**config.mk**
```make
export PLATFORM = sky130hd
export DESIGN_NAME = fifo64_flat
export DESIGN_NICKNAME = d
export VERILOG_FILES = /design/src/rtl/fifo64_if.sv /design/src/rtl/fifo64.sv /design/src/flat_wrapper.sv
export SDC_FILE = /design/constraint.sdc
export NUM_CORES = 2
export LEC_CHECK = 0
export ABC_AREA = 1
export BUFFER_PORTS_ARGS = -buffer_cell sky130_fd_sc_hd__buf_2
export CORE_UTILIZATION = 40
export DETAILED_ROUTE_END_ITERATION = 8
export HOLD_SLACK_MARGIN = 0.02
export SLEW_MARGIN = 20
export SYNTH_ARGS = -nofsm -noshare
export SYNTH_HDL_FRONTEND = slang
export SYNTH_SLANG_ARGS = --single-unit
```
**constraint.sdc**
```tcl
create_clock -name i_clock -period 6.4 [get_ports i_clock]
set_input_delay 1.28 -clock i_clock [delete_from_list [all_inputs] [get_ports i_clock]]
set_output_delay 1.28 -clock i_clock [all_outputs]
set_load 0.005 [all_outputs]
```
**src/rtl/fifo64_if.sv**
```systemverilog
// ---------------------------------------------------------------------------
// fifo64_if -- push/pop bundle for the fifo64 buffer.
//
// Signals:
//   i_write  push request, sampled at the rising clock edge
//   i_wdata  word to push when the push is accepted
//   i_read   pop request, sampled at the rising clock edge
//   o_rdata  registered head word from the most recent accepted pop
//   o_empty  registered, 1 when occupancy is 0
//   o_full   registered, 1 when occupancy equals DEPTH
//
// Handshake: a push is accepted on a rising edge when i_write is 1 and the
// FIFO is not full, or when it is full but a pop is accepted on that same
// edge. A pop is accepted on a rising edge when i_read is 1 and o_empty is 0.
// Requests that are not accepted are dropped, not held; the requester reads
// o_empty/o_full to know whether a request will be taken. Popped data is
// valid on o_rdata from the cycle after the accepting edge and holds until
// the next accepted pop.
//
// Modports: master = producer/consumer side, slave = the FIFO.
// ---------------------------------------------------------------------------
interface fifo64_if #(
   parameter int WIDTH = 32
);
   logic             i_write;
   logic [WIDTH-1:0] i_wdata;
   logic             i_read;
   logic [WIDTH-1:0] o_rdata;
   logic             o_empty;
   logic             o_full;

   modport master (
      output i_write, i_wdata, i_read,
      input  o_rdata, o_empty, o_full
   );

   modport slave (
      input  i_write, i_wdata, i_read,
      output o_rdata, o_empty, o_full
   );
endinterface

```
**src/rtl/fifo64.sv**
```systemverilog
// ---------------------------------------------------------------------------
// fifo64 -- synchronous single-clock FIFO with registered read data and
// registered empty/full flags.
//
// Parameters:
//   DEPTH  number of entries, power of two, >= 2
//   WIDTH  data word width in bits
//
// Ports:
//   i_clock  rising-edge clock
//   i_reset  asynchronous, active-high reset
//   bus      fifo64_if slave modport (push/pop requests, read data, flags)
// ---------------------------------------------------------------------------
module fifo64 #(
   parameter int DEPTH = 64,
   parameter int WIDTH = 32
) (
   input  logic          i_clock,
   input  logic          i_reset,
   fifo64_if.slave       bus
);
   localparam int AW = $clog2(DEPTH);
   localparam logic [AW:0] FULL_COUNT = (AW+1)'(DEPTH);

   logic [WIDTH-1:0] mem [DEPTH];
   logic [AW-1:0]    wptr;
   logic [AW-1:0]    rptr;
   logic [AW:0]      count;
   logic [AW:0]      count_next;
   logic             wr_ok;
   logic             rd_ok;

   // A full FIFO can still take a push when a pop frees a slot on the same
   // edge; an empty FIFO never honours a pop, even alongside a push.
   assign rd_ok = bus.i_read & ~bus.o_empty;
   assign wr_ok = bus.i_write & (~bus.o_full | rd_ok);

   always_comb begin
      count_next = count;
      case ({wr_ok, rd_ok})
         2'b10:   count_next = count + 1'b1;
         2'b01:   count_next = count - 1'b1;
         default: count_next = count;
      endcase
   end

   // Storage is not reset; its contents are don't-care until written.
   always_ff @(posedge i_clock) begin
      if (wr_ok) begin
         mem[wptr] <= bus.i_wdata;
      end
   end

   // The read of mem[rptr] uses the pre-edge contents, so at full occupancy
   // a simultaneous push into the same slot still returns the old word.
   always_ff @(posedge i_clock or posedge i_reset) begin
      if (i_reset) begin
         wptr        <= '0;
         rptr        <= '0;
         count       <= '0;
         bus.o_rdata <= '0;
         bus.o_empty <= 1'b1;
         bus.o_full  <= 1'b0;
      end else begin
         if (wr_ok) begin
            wptr <= wptr + 1'b1;
         end
         if (rd_ok) begin
            rptr        <= rptr + 1'b1;
            bus.o_rdata <= mem[rptr];
         end
         count       <= count_next;
         bus.o_empty <= (count_next == '0);
         bus.o_full  <= (count_next == FULL_COUNT);
      end
   end
endmodule

```
**src/flat_wrapper.sv**
```systemverilog
// flat-port wrapper written by rule: the top's interface ports become plain ports
module fifo64_flat 
#(
   parameter int DEPTH = 64,
   parameter int WIDTH = 32
)
  (i_clock, i_reset, bus_i_write, bus_i_wdata, bus_i_read, bus_o_rdata, bus_o_empty, bus_o_full);
  fifo64_if #(.WIDTH(WIDTH)) bus_i ();
  input  logic i_clock;
  input  logic i_reset;
  input wire logic [$bits(bus_i.i_write)-1:0] bus_i_write;
  input wire logic [$bits(bus_i.i_wdata)-1:0] bus_i_wdata;
  input wire logic [$bits(bus_i.i_read)-1:0] bus_i_read;
  output wire logic [$bits(bus_i.o_rdata)-1:0] bus_o_rdata;
  output wire logic [$bits(bus_i.o_empty)-1:0] bus_o_empty;
  output wire logic [$bits(bus_i.o_full)-1:0] bus_o_full;
  assign bus_i.i_write = bus_i_write;
  assign bus_i.i_wdata = bus_i_wdata;
  assign bus_i.i_read = bus_i_read;
  assign bus_o_rdata = bus_i.o_rdata;
  assign bus_o_empty = bus_i.o_empty;
  assign bus_o_full = bus_i.o_full;
  fifo64 #(.DEPTH(DEPTH), .WIDTH(WIDTH)) u_core (.i_clock(i_clock), .i_reset(i_reset), .bus(bus_i));
endmodule
```
**Word-level counts from Yosys, hierarchy flattened**

Memory sizes are Yosys's and may differ from the RTL's. A register that Yosys moved wholly into a read port is not among the register bits.
Index checks and enable logic that the tools add are counted.

- Bitwise operators: 5
- Add/sub/neg operators: 4
- Reduce and logical (&&, ||, !) cells: 1
- Equal/unequal tests: 3
- Muxes and demuxes: 3

Operator list:

| kind | number |
|---|---|
| 7-bit one-hot mux with 2 select lines | 1 |
| 6-bit by 1-bit adder with 6-bit output (second input constant) | 2 |
| 7-bit by 1-bit adder with 7-bit output (second input constant) | 1 |
| 7-bit equality test (second input constant) | 1 |
| 7-bit logical NOT | 1 |
| 7-bit by 1-bit subtractor with 7-bit output (second input constant) | 1 |
| 1-bit bitwise AND | 2 |
| 2-bit by 1-bit equality test with 1-bit output (second input constant) | 1 |
| 2-bit equality test (second input constant) | 1 |
| 1-bit two-way mux | 2 |
| 1-bit inverter | 2 |
| 1-bit bitwise OR | 1 |

- Memory bits (writable): 2048
- Flip-flop bits (word level): 21
- Memories kept: 1
- Input port bits: 36

Memory list:

| memory | depth | width | rd ports | clocked after memory_dff | wr ports | RTL line | source |
|---|---|---|---|---|---|---|---|
| u_core.mem | 64 | 32 | 1 | 1 | 1 | fifo64.sv:25 | `logic [WIDTH-1:0] mem [DEPTH];` |

**Depth between registers and ports, before layout**

- Word-level depth: 7
- Gate-level depth with buffers: 23
- Depth with buffers taken out: 22

**Least setup slack after synthesis**

Ideal clock, no wire load.

- Path type: input to register
- From: input bus_i_read
- To: memory u_core.mem[63][0], enable pin
- Stages on the path: 8
- Arrival time: 4.310 ns
- Path slack: 1.626 ns
- Data required time: 5.936 ns
- Buffers on the path: 0
- Path through: inv_1 > nor2_1 > inv_2 > nand2_1 > nand2_1 > nor2_2 > nand2_1 > nor3_1

- Word-level cells in the longest chain between the ends: 5

RTL lines:

| item | RTL line | source |
|---|---|---|
| from (decl) | flat_wrapper.sv:13 | `input wire logic [$bits(bus_i.i_read)-1:0] bus_i_read;` |
| 1-bit bitwise AND | fifo64.sv:35 | `assign rd_ok = bus.i_read & ~bus.o_empty;` |
| 1-bit bitwise OR | fifo64.sv:36 | `assign wr_ok = bus.i_write & (~bus.o_full \| rd_ok);` |
| 1-bit bitwise AND | fifo64.sv:36 |  |
| 1-bit two-way mux | fifo64.sv:49 | `if (wr_ok) begin` |
| 1-bit two-way mux (implied by the code) | fifo64.sv:50 | `mem[wptr] <= bus.i_wdata;` |
| to (decl) | fifo64.sv:25 |  |

No other way between the ends.

**Worst setup path in the final report**

- From: input bus_i_read
- To: memory u_core.mem[13][26], enable pin

The elaborated chain is that of the path after synthesis.

==> flow_summary.ini <==
[status]
run_status = completed

[final_layout]
fillerInstances = 19522
syn_to_final_growth_pct = 12.67
fin_nets = 7956
drive_gt1_share_pct = 7.435
instances_no_fill = 10928

[critical_path]
startpoint_type = primary input
end_kind = register
ff2ff_setup_slack_ns = 2.63
path_class = in2reg
cp_slowest_cell = nor2_4
r2r_start = u_core.rptr[0]$_DFFE_PP0P_
critPathMaxStageDelay_ns = 1.20
critical_path_buf_inv_count = 3
worstSetupStartpoint = bus_i_read
r2r-end = u_core.bus.o_rdata[6]$_DFFE_PP0P_
crit_path_max_fanout = 32
cp_top_family = simple AND/OR/NAND/NOR gates
crit_arrival_ns = 4.24
cp_cell_sequence = buf_2 > inv_1 > nor2_4 > inv_2 > nand2_1 > nand2_1 > nor2_2 > nand3_2 > nor2_4
cp.required_ns = 6.83
reg2reg_depth = 13

[placed_design]
post-place-cells = 10520
io_buffer_count = 69
dpl.hpwl_um = 150500
place.gp.congestion = 0.8874

[sta]
slew_headroom_pct = 25.00
final_max_slew_viol_count = 0
rsz0062_at_grt = false
post-route-period-util_pct = 59.42
period_minus_slack_ns = 3.803
hold_viol_final = 0
setup_tns_ns = 0
setup_violations = 0
clock_skew_ns = 0.05643
fmax_ghz = 0.2630
tightest_slew_ns = 1.122

[clocking]
cts-htree-levels = 4
clk_path_buf_depth = 3
cts.sinks = 2101
post_cts_buffers = 0
cts_resized = 0
cts_root_buffer = clkbuf_16
numCtsBuffers = 207
clkTransAtPathRegs_ns = 0.06
cts_tree = built
clkLatencyLatePin_ns = 0.87
ctsHoldBuffers = 0

[job]
maxCapViolations = 0

[synth]
synth_top_area_cell = edfxtp_1
synth_edf_count = 2048
avgSynthCellArea_um2 = 10.95
synthDistinctLibCells = 27
ys_ff_latch = 2101
seq_area_frac_synth_pct = 72.32
synth_area_um2 = 86870
yosysWarnings = 0
synth_common_cells = 2,735 x nand2_1, 2,048 x edfxtp_1, 864 x nor2_1
synth_fp_nets = 7976
synthCells = 7935
synth_flop_cell = edfxtp_1
synth_top_area_share_pct = 70.79
synth.area.top_cells = edfxtp_1 71%, nand2_1 12%, nand3_1 5.0%
synth_most_common_cell = nand2_1
async_reset_ff_share_pct = 2.523

[power]
leakage_nw = 36.98
p_per_area_nw_per_um2 = 441.0
ir_drop_mv = 0.4059

[grt]
grt_pass1_vias = 54266
grt_max_degree = 145
grt.overflow.total = 0
antenna_found_initial = 20
grt_pass1_wl_um = 379400
track_usage_pct = 23.87

[die]
start_util_pct = 40.36
core_area_um2 = 215300
io_pins = 70
dieArea_um2 = 219100
die_y_um = 468.0
dieWidth_um = 468.0
num_rows = 170

[route]
dr.pass1.iters = 8
dr_total_vias = 57964
vias_per_cell = 5.304
totalWireLength_um = 263800
first_iter_violations = 7420
wire_per_inst_um = 24.14
drc = 0
ant_nets = 0

[min_path]
holdPathStages = 2
hold_start = u_core.bus.o_rdata[12]$_DFFE_PP0P_
min_to = u_core.bus.o_rdata[12]$_DFFE_PP0P_
min_path_type = reg2reg
through the flow:
| step | setup slack, ns | area, um^2 | hold slack, ns | power, W | utilization, % |
|---|---|---|---|---|---|
| floorplan | 1.626 | 86870 | 0.4724 | 0.02532 | - |
| global placement | 1.688 | 90370 | 0.4723 | 0.03135 | 41.98 |
| detailed placement | 1.718 | 90810 | 0.4697 | 0.03143 | 42.19 |
| CTS | 2.606 | 97280 | 0.4862 | 0.04311 | 45.19 |
| global route | 2.475 | 97870 | 0.5029 | 0.04503 | 45.46 |
| finish | 2.597 | 97880 | 0.4778 | 0.04316 | 45.47 |
placed cells by master, fill, tap and decap left out, types with 55 or more instances in the layout:
cell type,count
inv_1,445
nand2_1,2734
o21ai_0,300
edfxtp_1,2048
nor2_4,62
clkbuf_1,55
a21oi_1,128
nand3_1,859
clkbuf_16,211
nor2_1,802
buf_4,110
routing by layer:
| metal | vias up | GRT usage [%] | share of wire (%) |
|---|---|---|---|
| li1 | 26548 | - | - |
| met1 | 28378 | 32.64 | 40 |
| met2 | 2604 | 37.77 | 46 |
| met5 | - | 0 | 0.013 |
| met4 | 4 | 9.752 | 4.3 |
| met3 | 430 | 4.093 | 8.9 |
worst reg2reg max path, stage by stage (launching register included):
cell and delay [ns]:
dfrtp_4 0.86, buf_4 0.58, buf_4 0.75, or2_2 0.28, nand3_1 0.06, nand2_1 0.08, nand2_1 0.05, nand2_1 0.08
nor2_1 0.05, nand2_1 0.23, nand3_1 0.27, nand2_1 0.23, nand2_1 0.08, nand2_1 0.08
cell families (layout without fill, tap and decap cells):
group           Yosys count  count (layout)  synth area share [%]
other cells               0               7                     0
simple gates           4497            4497                 20.77
fa+ha+maj                 5               5               0.07201
buf+inv                 893            1041                 4.263
xor+xnor                  9               9               0.09074
flops                  2101            2101                 72.32
compound gates          430             430                 2.482
sequential cells by signal (all words and copies together), names as in the netlist:
register	cells
u_core.bus.o_empty	1
u_core.bus.o_full	1
u_core.bus.o_rdata	32
u_core.count	7
u_core.mem	2048
u_core.rptr	6
u_core.wptr	6
final cells by class:
type | instances | area [um^2] | area share, %
multi-input cells | 4941 | 20850 | 21.30
clock buffers | 273 | 5583 | 5.704
well taps | 2838 | 3551 | 3.628
inverters | 454 | 1737 | 1.774
clock inverters | 104 | 885.9 | 0.9050
flip-flops and latches | 2101 | 62840 | 64.20
diodes | 7 | 17.52 | 0.01790
repair buffers | 210 | 2417 | 2.470
report_power, final:
group | total (W) | switching, W | internal [W] | leakage [nW]
registers | 0.0162 | 0.000498 | 0.0157 | 19.1
clock network | 0.0118 | 0.00528 | 0.00650 | 3.17
logic | 0.0152 | 0.0115 | 0.00369 | 14.7
worst max path at each step:
stage / to / cells past startpoint / slack [ns]
floorplan: u_core.mem[63][0]$_DFFE_PP_ / 8 / 1.63
finish: u_core.mem[13][26]$_DFFE_PP_ / 9 / 2.60
detailed placement: u_core.mem[5][24]$_DFFE_PP_ / 9 / 1.72
global placement: u_core.mem[45][2]$_DFFE_PP_ / 9 / 1.69
CTS: u_core.mem[5][26]$_DFFE_PP_ / 9 / 2.61
global route: u_core.bus.o_rdata[1]$_DFFE_PP0P_ / 13 / 2.47
Note: power is estimated with default switching activity, not from simulation.
